**config.mk**
```make
export PLATFORM = sky130hd
export DESIGN_NAME = axi_lite_gpio_slave
export DESIGN_NICKNAME = d
export VERILOG_FILES = /design/src/rtl/axi_lite_gpio_pkg.sv /design/src/rtl/axi_lite_gpio_slave_sync.sv /design/src/rtl/axi_lite_gpio_slave.sv
export SDC_FILE = /design/constraint.sdc
export NUM_CORES = 1
export LEC_CHECK = 0
export ABC_AREA = 1
export BUFFER_PORTS_ARGS = -buffer_cell sky130_fd_sc_hd__clkbuf_2
export CAP_MARGIN = 20
export CORE_MARGIN = 3
export CORE_UTILIZATION = 45
export CTS_BUF_LIST = sky130_fd_sc_hd__clkbuf_2
export CTS_CLUSTER_DIAMETER = 30
export DETAILED_ROUTE_END_ITERATION = 16
export PLACE_DENSITY = 0.76
export SLEW_MARGIN = 40
export SYNTH_ARGS = -nofsm -noshare
export SYNTH_HDL_FRONTEND = slang
export SYNTH_SLANG_ARGS = --single-unit
```
**constraint.sdc**
```tcl
create_clock -name CLK -period 2.15 [get_ports CLK]
set_input_delay 0.43 -clock CLK [delete_from_list [all_inputs] [get_ports CLK]]
set_output_delay 0.43 -clock CLK [all_outputs]
set_load 0.01 [all_outputs]
```
**src/rtl/axi_lite_gpio_pkg.sv**
```systemverilog
// Shared register indices, response codes and byte-strobe merge helper for
// the axi_lite_gpio_slave peripheral.
package axi_lite_gpio_pkg;

   localparam logic [1:0] REG_OUT     = 2'd0;
   localparam logic [1:0] REG_IN      = 2'd1;
   localparam logic [1:0] REG_SCRATCH = 2'd2;
   localparam logic [1:0] REG_TIMER   = 2'd3;

   localparam logic [1:0] RESP_OKAY   = 2'b00;
   localparam logic [1:0] RESP_SLVERR = 2'b10;

   function automatic logic [31:0] apply_wstrb(input logic [31:0] old_val,
                                               input logic [31:0] new_val,
                                               input logic [3:0]  strb);
      logic [31:0] mask;
      mask = {{8{strb[3]}}, {8{strb[2]}}, {8{strb[1]}}, {8{strb[0]}}};
      return (old_val & ~mask) | (new_val & mask);
   endfunction

endpackage

```
**src/rtl/axi_lite_gpio_slave_sync.sv**
```systemverilog
// Parameterised-width two-flop synchronizer with synchronous active-high reset.
module gpio_sync #(
   parameter int WIDTH = 32
) (
   input  logic             clk_i,
   input  logic             rst_i,
   input  logic [WIDTH-1:0] d_i,
   output logic [WIDTH-1:0] q_o
);

   logic [WIDTH-1:0] meta_q;
   logic [WIDTH-1:0] sync_q;

   always_ff @(posedge clk_i) begin
      if (rst_i) begin
         meta_q <= '0;
         sync_q <= '0;
      end else begin
         meta_q <= d_i;
         sync_q <= meta_q;
      end
   end

   assign q_o = sync_q;

endmodule

```
**src/rtl/axi_lite_gpio_slave.sv**
```systemverilog
// AXI4-Lite GPIO responder: OUT, synchronized IN, SCRATCH and TIMER registers.
// Define AXI_GPIO_TIMER_EN to build the free-running TIMER; otherwise 0xC reads 0.
module axi_lite_gpio_slave
   import axi_lite_gpio_pkg::*;
#(
   parameter logic [31:0] OUT_RESET     = 32'h0000_0000,
   parameter logic [31:0] SCRATCH_RESET = 32'h0000_0000
) (
   input  logic        CLK,
   input  logic        RST,
   input  logic [3:0]  ARADDR,
   input  logic        ARVALID,
   output logic        ARREADY,
   output logic [31:0] RDATA,
   output logic [1:0]  RRESP,
   output logic        RVALID,
   input  logic        RREADY,
   input  logic [3:0]  AWADDR,
   input  logic        AWVALID,
   output logic        AWREADY,
   input  logic [31:0] WDATA,
   input  logic [3:0]  WSTRB,
   input  logic        WVALID,
   output logic        WREADY,
   output logic [1:0]  BRESP,
   output logic        BVALID,
   input  logic        BREADY,
   input  logic [31:0] GPIO_IN,
   output logic [31:0] GPIO_OUT
);

   logic        aw_held_q, aw_held_d;
   logic        w_held_q, w_held_d;
   logic [1:0]  awidx_q, awidx_d;
   logic [31:0] wdata_q, wdata_d;
   logic [3:0]  wstrb_q, wstrb_d;
   logic        bvalid_q, bvalid_d;
   logic [1:0]  bresp_q, bresp_d;
   logic        rvalid_q, rvalid_d;
   logic [31:0] rdata_q, rdata_d;
   logic [1:0]  rresp_q, rresp_d;
   logic [31:0] out_q, out_d;
   logic [31:0] scratch_q, scratch_d;
   logic [31:0] gpio_in_sync;
   logic [31:0] timer_rd;
   logic [31:0] rd_val;
   logic        aw_fire, w_fire, ar_fire, commit;
   logic        unused_addr_lsbs;

   assign unused_addr_lsbs = ^{ARADDR[1:0], AWADDR[1:0]};

   gpio_sync #(.WIDTH(32)) u_sync (
      .clk_i (CLK),
      .rst_i (RST),
      .d_i   (GPIO_IN),
      .q_o   (gpio_in_sync)
   );

   assign AWREADY = !aw_held_q && !bvalid_q && !RST;
   assign WREADY  = !w_held_q && !bvalid_q && !RST;
   assign ARREADY = !rvalid_q && !RST;

   assign aw_fire = AWVALID && AWREADY;
   assign w_fire  = WVALID && WREADY;
   assign ar_fire = ARVALID && ARREADY;
   assign commit  = aw_held_q && w_held_q;

`ifdef AXI_GPIO_TIMER_EN
   logic [31:0] timer_q;
   logic        timer_clr;

   always_ff @(posedge CLK) begin
      if (RST) timer_q <= '0;
      else     timer_q <= timer_clr ? 32'd0 : timer_q + 32'd1;
   end

   assign timer_rd = timer_q;
`else
   assign timer_rd = 32'd0;
`endif

   always_comb begin
      case (ARADDR[3:2])
         REG_OUT:     rd_val = out_q;
         REG_IN:      rd_val = gpio_in_sync;
         REG_SCRATCH: rd_val = scratch_q;
         default:     rd_val = timer_rd;
      endcase
   end

   always_comb begin
      aw_held_d = aw_held_q;
      w_held_d  = w_held_q;
      awidx_d   = awidx_q;
      wdata_d   = wdata_q;
      wstrb_d   = wstrb_q;
      bvalid_d  = bvalid_q;
      bresp_d   = bresp_q;
      rvalid_d  = rvalid_q;
      rdata_d   = rdata_q;
      rresp_d   = rresp_q;
      out_d     = out_q;
      scratch_d = scratch_q;
`ifdef AXI_GPIO_TIMER_EN
      timer_clr = 1'b0;
`endif

      if (aw_fire) begin
         aw_held_d = 1'b1;
         awidx_d   = AWADDR[3:2];
      end
      if (w_fire) begin
         w_held_d = 1'b1;
         wdata_d  = WDATA;
         wstrb_d  = WSTRB;
      end
      if (bvalid_q && BREADY) bvalid_d = 1'b0;

      // Commit only happens with BVALID low, since no AW/W is accepted while it is high.
      if (commit) begin
         aw_held_d = 1'b0;
         w_held_d  = 1'b0;
         bvalid_d  = 1'b1;
         bresp_d   = RESP_OKAY;
         case (awidx_q)
            REG_OUT:     out_d     = apply_wstrb(out_q, wdata_q, wstrb_q);
            REG_SCRATCH: scratch_d = apply_wstrb(scratch_q, wdata_q, wstrb_q);
            REG_IN:      bresp_d   = RESP_SLVERR;
`ifdef AXI_GPIO_TIMER_EN
            default:     timer_clr = 1'b1;
`else
            default:     bresp_d   = RESP_SLVERR;
`endif
         endcase
      end

      if (rvalid_q && RREADY) rvalid_d = 1'b0;
      if (ar_fire) begin
         rvalid_d = 1'b1;
         rdata_d  = rd_val;
         rresp_d  = RESP_OKAY;
      end
   end

   always_ff @(posedge CLK) begin
      if (RST) begin
         aw_held_q <= 1'b0;
         w_held_q  <= 1'b0;
         bvalid_q  <= 1'b0;
         bresp_q   <= RESP_OKAY;
         rvalid_q  <= 1'b0;
         rdata_q   <= '0;
         rresp_q   <= RESP_OKAY;
         out_q     <= OUT_RESET;
         scratch_q <= SCRATCH_RESET;
      end else begin
         aw_held_q <= aw_held_d;
         w_held_q  <= w_held_d;
         bvalid_q  <= bvalid_d;
         bresp_q   <= bresp_d;
         rvalid_q  <= rvalid_d;
         rdata_q   <= rdata_d;
         rresp_q   <= rresp_d;
         out_q     <= out_d;
         scratch_q <= scratch_d;
      end
   end

   // Held write payload is qualified by the flags, so it needs no reset.
   always_ff @(posedge CLK) begin
      awidx_q <= awidx_d;
      wdata_q <= wdata_d;
      wstrb_q <= wstrb_d;
   end

   assign RDATA    = rdata_q;
   assign RRESP    = rresp_q;
   assign RVALID   = rvalid_q;
   assign BRESP    = bresp_q;
   assign BVALID   = bvalid_q;
   assign GPIO_OUT = out_q;

endmodule

```
==> metrics.csv, run 1 <==
stage;metric;value;unit
cts;postCtsSetupBuffers;0;
global_route;grtUsageTotal;0.2240;
floorplanning;core-area;0.01676;mm^2
cts;cts_tree;done;
detailed_routing;ant_nets;0;
power_and_ir_drop;p_per_area;723.9;mW/mm^2
logic_synthesis;synth_compound_area_frac;0.04401;
timing;skew;0.08743;ns
timing;setup_viol;0;
logic_synthesis;synthSimpleGateAreaFrac;0.2673;
timing;finalHoldViolCount;0;
timing;worst_pin_slew;0.6657;ns
min_path;hold_start;ARVALID;
floorplanning;die_y;137.6;um
floorplanning;die-area;0.01893;mm^2
timing;max_freq;478.0;MHz
detailed_routing;wire_per_inst;14.37;um
run_status;outcome;completed;
worst_setup_path;worstSetupEndpointType;output port;
worst_setup_path;r2r_cells;6;
worst_setup_path;rr_endpoint;BVALID$_SDFFE_PP0P_;
timing;final.min_clock_period;2.092;ns
min_path;min_delay_path_depth;5;
layout;drive_above_1_share;0.2060;
floorplanning;initial_core_util;0.4648;
power_and_ir_drop;max-vdd-ir-drop;0.4581;mV
detailed_routing;drt_iter0_markers;403;
logic_synthesis;syn_area_per_cell;7.990;um^2
timing;drv_slew;0;
cts;path_clk_slew;0.10;ns
placement;io_buffer_count;148;
detailed_routing;vias;7164;
layout;fin_nets;1302;
global_route;grt_max_degree;66;
detailed_routing;viasPerCell;4.850;
power_and_ir_drop;power_leakage;0.004663;uW
global_route;gr-usage-met3;0.05442;
floorplanning;placementRows;47;
logic_synthesis;yosys_register_bits;203;
cts;clock_sinks;203;
layout;diodes;0;
timing;rsz0062_at_grt;no;
timing;slew-limit-headroom;0.5562;
detailed_routing;first_pass_iters;6;
cts;cts_buffer_depth;3;
timing;fin_tns_setup;0;ns
layout;layout_commonest_cell;clkbuf_2;
worst_setup_path;crit_path_start_kind;primary input;
global_route;grt.busiest_layer;met2;
job;maxCapViolCount;0;
logic_synthesis;synth_top_family_by_area;simple AND/OR/NAND/NOR gates;
layout;area_growth;28.83;%
worst_setup_path;r2r_slack;0.24;ns
logic_synthesis;ys_seq_area_frac;0.5705;
layout;fin_cells;1477;
worst_setup_path;r2r_start;aw_held_q$_SDFFE_PP0P_;
worst_setup_path;worstPathRequired;1.72;ns
min_path;hold_end;RDATA[24]$_SDFFE_PP0P_;
global_route;grt_pass1_vias;7016;
cts;clk_latency;0.80;ns
min_path;hold_class;in2reg;
cts;htreeDepth;2;
cts;cts_inserted_buffers;51;
placement;hpwl;13320;um
logic_synthesis;syn-instance-count;975;
detailed_routing;routed_wl;21220;um
global_route;grt_antenna_before_repair;0;
detailed_routing;drc;0;
logic_synthesis;synth_xor_area_frac;0;
layout;final_cell_mix;clkbuf_2, nand2_1, dfxtp_1, inv_1, nand3_1;
worst_setup_path;cp_max_fo;17;
global_route;use_met2;0.3810;
cts;cts-root-buf;clkbuf_2;
timing;post-route-period-util;0.9730;
placement;placed_cells;1308;
global_route;grt_pass1_wl;33400;um
logic_synthesis;synthMuxAreaShare;0;
logic_synthesis;synth_adder_area_share;0;
floorplanning;die_w;137.6;um
logic_synthesis;ys_warn_count;0;
global_route;grt-ovfl-total;0;
logic_synthesis;ys_types;24;
placement;place.gp.congestion;0.8188;
worst_setup_path;crit_arrival;1.66;ns
logic_synthesis;syn-cell-area;0.007790;mm^2
global_route;use_met1;0.2667;
worst_setup_path;critical_path_class;in2out;
floorplanning;io_pins;156;
-- report_power, final --
part	switching [uW]	internal, uW
clock	1550	1120
sequential	51.7	3980
combinational	320	244
total	1920	5350
-- cell families (layout without fill, tap and decap cells) --
family | Yosys count | count (layout)
AO/OA/AOI/OAI | 68 | 68
AND/OR/NAND/NOR | 474 | 474
flip-flops | 203 | 203
buffers and inverters | 229 | 509
other | 1 | 3
-- Yosys cell counts --
| cell | count | area, um^2 |
|---|---|---|
| nor2_2 | 1 | 6.260 |
| nor3_4 | 1 | 16.27 |
| nor2_1 | 103 | 386.6 |
| buf_1 | 3 | 11.26 |
| a21oi_1 | 64 | 320.3 |
| buf_6 | 3 | 33.78 |
| nand4_1 | 32 | 200.2 |
| buf_2 | 19 | 95.09 |
| clkbuf_1 | 34 | 127.6 |
| nand3_1 | 132 | 660.6 |
| nand2_1 | 194 | 728.2 |
| o21ai_0 | 2 | 10.01 |
| nand2_2 | 1 | 6.260 |
| inv_1 | 165 | 619.3 |
| clkinv_1 | 1 | 3.750 |
| and2_1 | 2 | 12.51 |
| nand2_4 | 4 | 45.04 |
| buf_4 | 3 | 22.52 |
| dfxtp_1 | 165 | 3303 |
| conb_1 | 1 | 3.750 |
| edfxtp_1 | 38 | 1141 |
| a31oi_1 | 2 | 12.51 |
| nor3_1 | 4 | 20.02 |
| inv_2 | 1 | 3.750 |
-- critical path, stage by stage --
cell and delay [ns]:
dlygate4sd3_1 0.54, buf_4 0.21, nor3_1 0.28, clkbuf_2 0.20
-- cell type report --
cell class | instances | area, um^2
clock buffers | 69 | 345.3
clock inverters | 22 | 142.6
fillers | 1474 | 6724
inverters | 167 | 626.9
multi-input cells | 545 | 2440
flip-flops and latches | 203 | 4444
well taps | 220 | 275.3
repair buffers | 251 | 1762
-- per-stage QoR --
step	area, um^2	utilization	worst slack, ns	total power [uW]	hold slack (ns)
detailed placement	8767	0.5231	0.4624	4564	0.3920
CTS	10040	0.5988	0.1331	7324	0.1340
finish	10040	0.5988	0.05806	7265	0.2210
global placement	8767	0.5231	0.4817	4555	0.3907
global route	10040	0.5988	0.02312	7584	0.1964
floorplan	7799	-	0.2676	4356	0.3883
-- metal layers --
metal | share of wire | vias up
met5 | 0 | -
met4 | 0.031 | 0
met3 | 0.082 | 58
met2 | 0.48 | 310
met1 | 0.41 | 3236
li1 | - | 3560
-- what timing repair did --
action,in CTS,in global routing
hold buffers,78,0
endpoints found under the hold margin,78,0
gates resized for setup,0,0
-- how the worst max path moves through the flow --
stage                                         to  cells past startpoint  slack (ns)                 from
after floorplan             wdata_q[0]$_DFFE_PP_                      3        0.27                  RST
after global placement    RDATA[29]$_SDFFE_PP0P_                      7        0.48            ARADDR[3]
after detailed placement  RDATA[11]$_SDFFE_PP0P_                      7        0.46            ARADDR[3]
after CTS                                ARREADY                      2        0.13  RVALID$_SDFFE_PP0P_
after global routing                     AWREADY                      4        0.02                  RST
final                                    AWREADY                      4        0.06                  RST
(Power assumes the default switching activity.)
==> inputs of run 2 (changes only) <==
--- a/config.mk
+++ b/config.mk
@@ -5,7 +5,6 @@
 export SDC_FILE = /design/constraint.sdc
 export NUM_CORES = 1
 export LEC_CHECK = 0
-export ABC_AREA = 1
 export BUFFER_PORTS_ARGS = -buffer_cell sky130_fd_sc_hd__clkbuf_2
 export CAP_MARGIN = 20
 export CORE_MARGIN = 3
@@ -13,7 +12,8 @@
 export CTS_BUF_LIST = sky130_fd_sc_hd__clkbuf_2
 export CTS_CLUSTER_DIAMETER = 30
 export DETAILED_ROUTE_END_ITERATION = 16
-export PLACE_DENSITY = 0.76
+export PLACE_DENSITY = 0.77
+export SKIP_CTS_REPAIR_TIMING = 1
 export SLEW_MARGIN = 40
 export SYNTH_ARGS = -nofsm -noshare
 export SYNTH_HDL_FRONTEND = slang
==> metrics.csv, run 2 <==
stage;metric;value;unit
detailed_routing;first_pass_iters;4;
power_and_ir_drop;p_int;5508;uW
floorplanning;die-area;0.01813;mm^2
timing;worst_pin_slew;0.5711;ns
logic_synthesis;synth_top_area_share;0.4435;
timing;whs;0.2080;ns
global_route;grt_pass1_vias;5308;
worst_setup_path;cp_max_fo;6;
detailed_routing;ant_nets;0;
logic_synthesis;synth_common_cells;dfxtp_1, nand2b_1, mux2i_1;
detailed_routing;routed_wl;18010;um
global_route;grtUsageTotal;0.1805;
cts;cts_buffer_depth;3;
worst_setup_path;worstSetupEndpointType;output port;
detailed_routing;drc;0;
power_and_ir_drop;p_per_area;759.6;mW/mm^2
logic_synthesis;async_reset_ff_frac;0;
power_and_ir_drop;pwr-share-seq;0.548;
timing;skew;0.06109;ns
cts;path_clk_slew;0.11;ns
placement;place.gp.congestion;0.7964;
timing;drv_slew;0;
power_and_ir_drop;p_comb_frac;0.077;
detailed_routing;vias;5427;
logic_synthesis;ys_types;26;
power_and_ir_drop;clkPwrFrac;0.375;
layout;area_growth;30.37;%
cts;clk_latency;0.76;ns
layout;utilization;0.6047;
floorplanning;io_pins;156;
layout;drive_above_1_share;0.2811;
logic_synthesis;synth_edf_count;38;
power_and_ir_drop;max-vdd-ir-drop;0.4780;mV
power_and_ir_drop;power_leakage;0.004229;uW
logic_synthesis;syn-cell-area;0.007448;mm^2
logic_synthesis;synthFlopType;dfxtp_1;
floorplanning;core-area;0.01606;mm^2
cts;cts_tree;done;
logic_synthesis;yosysMostFrequentCell;dfxtp_1;
timing;final.min_clock_period;2.031;ns
detailed_routing;wire_per_inst;16.02;um
run_status;outcome;completed;
layout;fillers;1259;
logic_synthesis;ys_seq_area_frac;0.5967;
cts;cts_inserted_buffers;53;
global_route;grt_pass1_wl;26200;um
detailed_routing;viasPerCell;4.828;
logic_synthesis;synthTopCellsByArea;dfxtp_1, edfxtp_1, mux2i_1;
power_and_ir_drop;p_sw_frac;0.2533;
cts;cts-root-buf;clkbuf_2;
logic_synthesis;yosys.area.top_type;dfxtp_1;
worst_setup_path;worstPathRequired;1.72;ns
min_path;hold_class;in2reg;
global_route;grt_max_degree;63;
cts;htreeDepth;2;
global_route;grt_antenna_before_repair;1;
worst_setup_path;crit_arrival;1.60;ns
logic_synthesis;syn-instance-count;614;
timing;setup_viol;0;
layout;final_cell_mix;clkbuf_2, dfxtp_1, nand2b_1;
layout;fin_nets;950;
logic_synthesis;yosys_register_bits;203;
job;maxCapViolCount;0;
power_and_ir_drop;p_switching;1868;uW
floorplanning;die_w;134.7;um
layout;layout_commonest_cell;clkbuf_2;
cts;clock_sinks;203;
floorplanning;die_y;134.7;um
placement;io_buffer_count;148;
placement;hpwl;11380;um
floorplanning;initial_core_util;0.4638;
global_route;grt-ovfl-total;0;
timing;max_freq;492.5;MHz
worst_setup_path;crit_path_start_kind;flop;
logic_synthesis;ys_warn_count;0;
detailed_routing;drt_iter0_markers;197;
floorplanning;placementRows;46;
timing;finalHoldViolCount;0;
worst_setup_path;critical_path_class;reg2out;
timing;post-route-period-util;0.9445;
timing;slew-limit-headroom;0.6192;
logic_synthesis;syn_area_per_cell;12.13;um^2
run 2: cell count changes in the layout (fill, tap and decap cells not counted), sizes merged, moves of 67 or more:
cell,before,now
nor2,104,15
nand3,132,1
nor2b,0,67
nand2b,0,97
nand2,199,6
inv,167,3
mux2i,0,96
run 2: final timing paths:
check	from	endpoint	slack (ns)	cells after the start
worst max register to register	awidx_q[0]$_DFFE_PP_	flop	0.46	3
worst max-delay path	BVALID$_SDFFE_PP0P_	AWREADY	0.12	2
worst min-delay path	ARADDR[2]	RDATA[16]$_SDFFE_PP0P_	0.21	3
worst min register to register	u_sync.meta_q[17]$_SDFF_PP0_	u_sync.q_o[17]$_SDFF_PP0_	0.44	1
run 2: critical path, stage by stage, from the launching register on:
cell and delay, ns:
dfxtp_1 0.39, nor3_1 0.30, clkbuf_2 0.19
run 2: cell families after synthesis:
| group | share of synthesized area |
|---|---|
| compound gates | 0.08063 |
| mux | 0.1290 |
| buf+inv | 0.03091 |
| other cells | 0.0005035 |
| flops | 0.5967 |
| simple gates | 0.1623 |
run 2: power groups by stage:
stage,clock network [uW],logic (uW),registers (uW)
after floorplan,0,269,4120
after global placement,0,434,4120
after detailed placement,0,450,4130
after CTS,2850,452,4040
after global routing,3070,617,4050
final,2770,571,4040
run 2: layer usage:
metal | up-vias | part of all wire | wire length [um] | global-route usage
li1 | 2662 | - | - | -
met1 | 2567 | 0.41 | 7435 | 0.2202
met4 | 0 | 0.022 | 404 | 0.06900
met5 | - | 0 | 0 | 0
met2 | 163 | 0.51 | 9139 | 0.3046
met3 | 35 | 0.057 | 1029 | 0.05030
run 2: final cells by class:
class / instances / area [um^2] / area share
antenna: 1 / 2.502 / 0.0002577
clock buffer: 77 / 385.4 / 0.03969
clock inverter: 18 / 131.4 / 0.01353
inverter: 1 / 3.754 / 0.0003865
multi-input combinational: 367 / 2794 / 0.2877
sequential: 203 / 4444 / 0.4577
tap: 216 / 270.3 / 0.02783
timing repair buffer: 241 / 1679 / 0.1729
run 2: through the flow:
step,area [um^2],setup WS (ns),setup TNS (ns),std cells,total power [uW]
6_report,9711,0.1193,0,1124,7376
5_1_grt,9711,-0.02136,-0.02136,1124,7739
4_1_cts,8907,0.1152,0,1043,7340
3_3_place_gp,8391,0.4591,0,948,4556
2_1_floorplan,7457,0.1534,0,616,4390
3_5_place_dp,8391,0.4512,0,948,4578
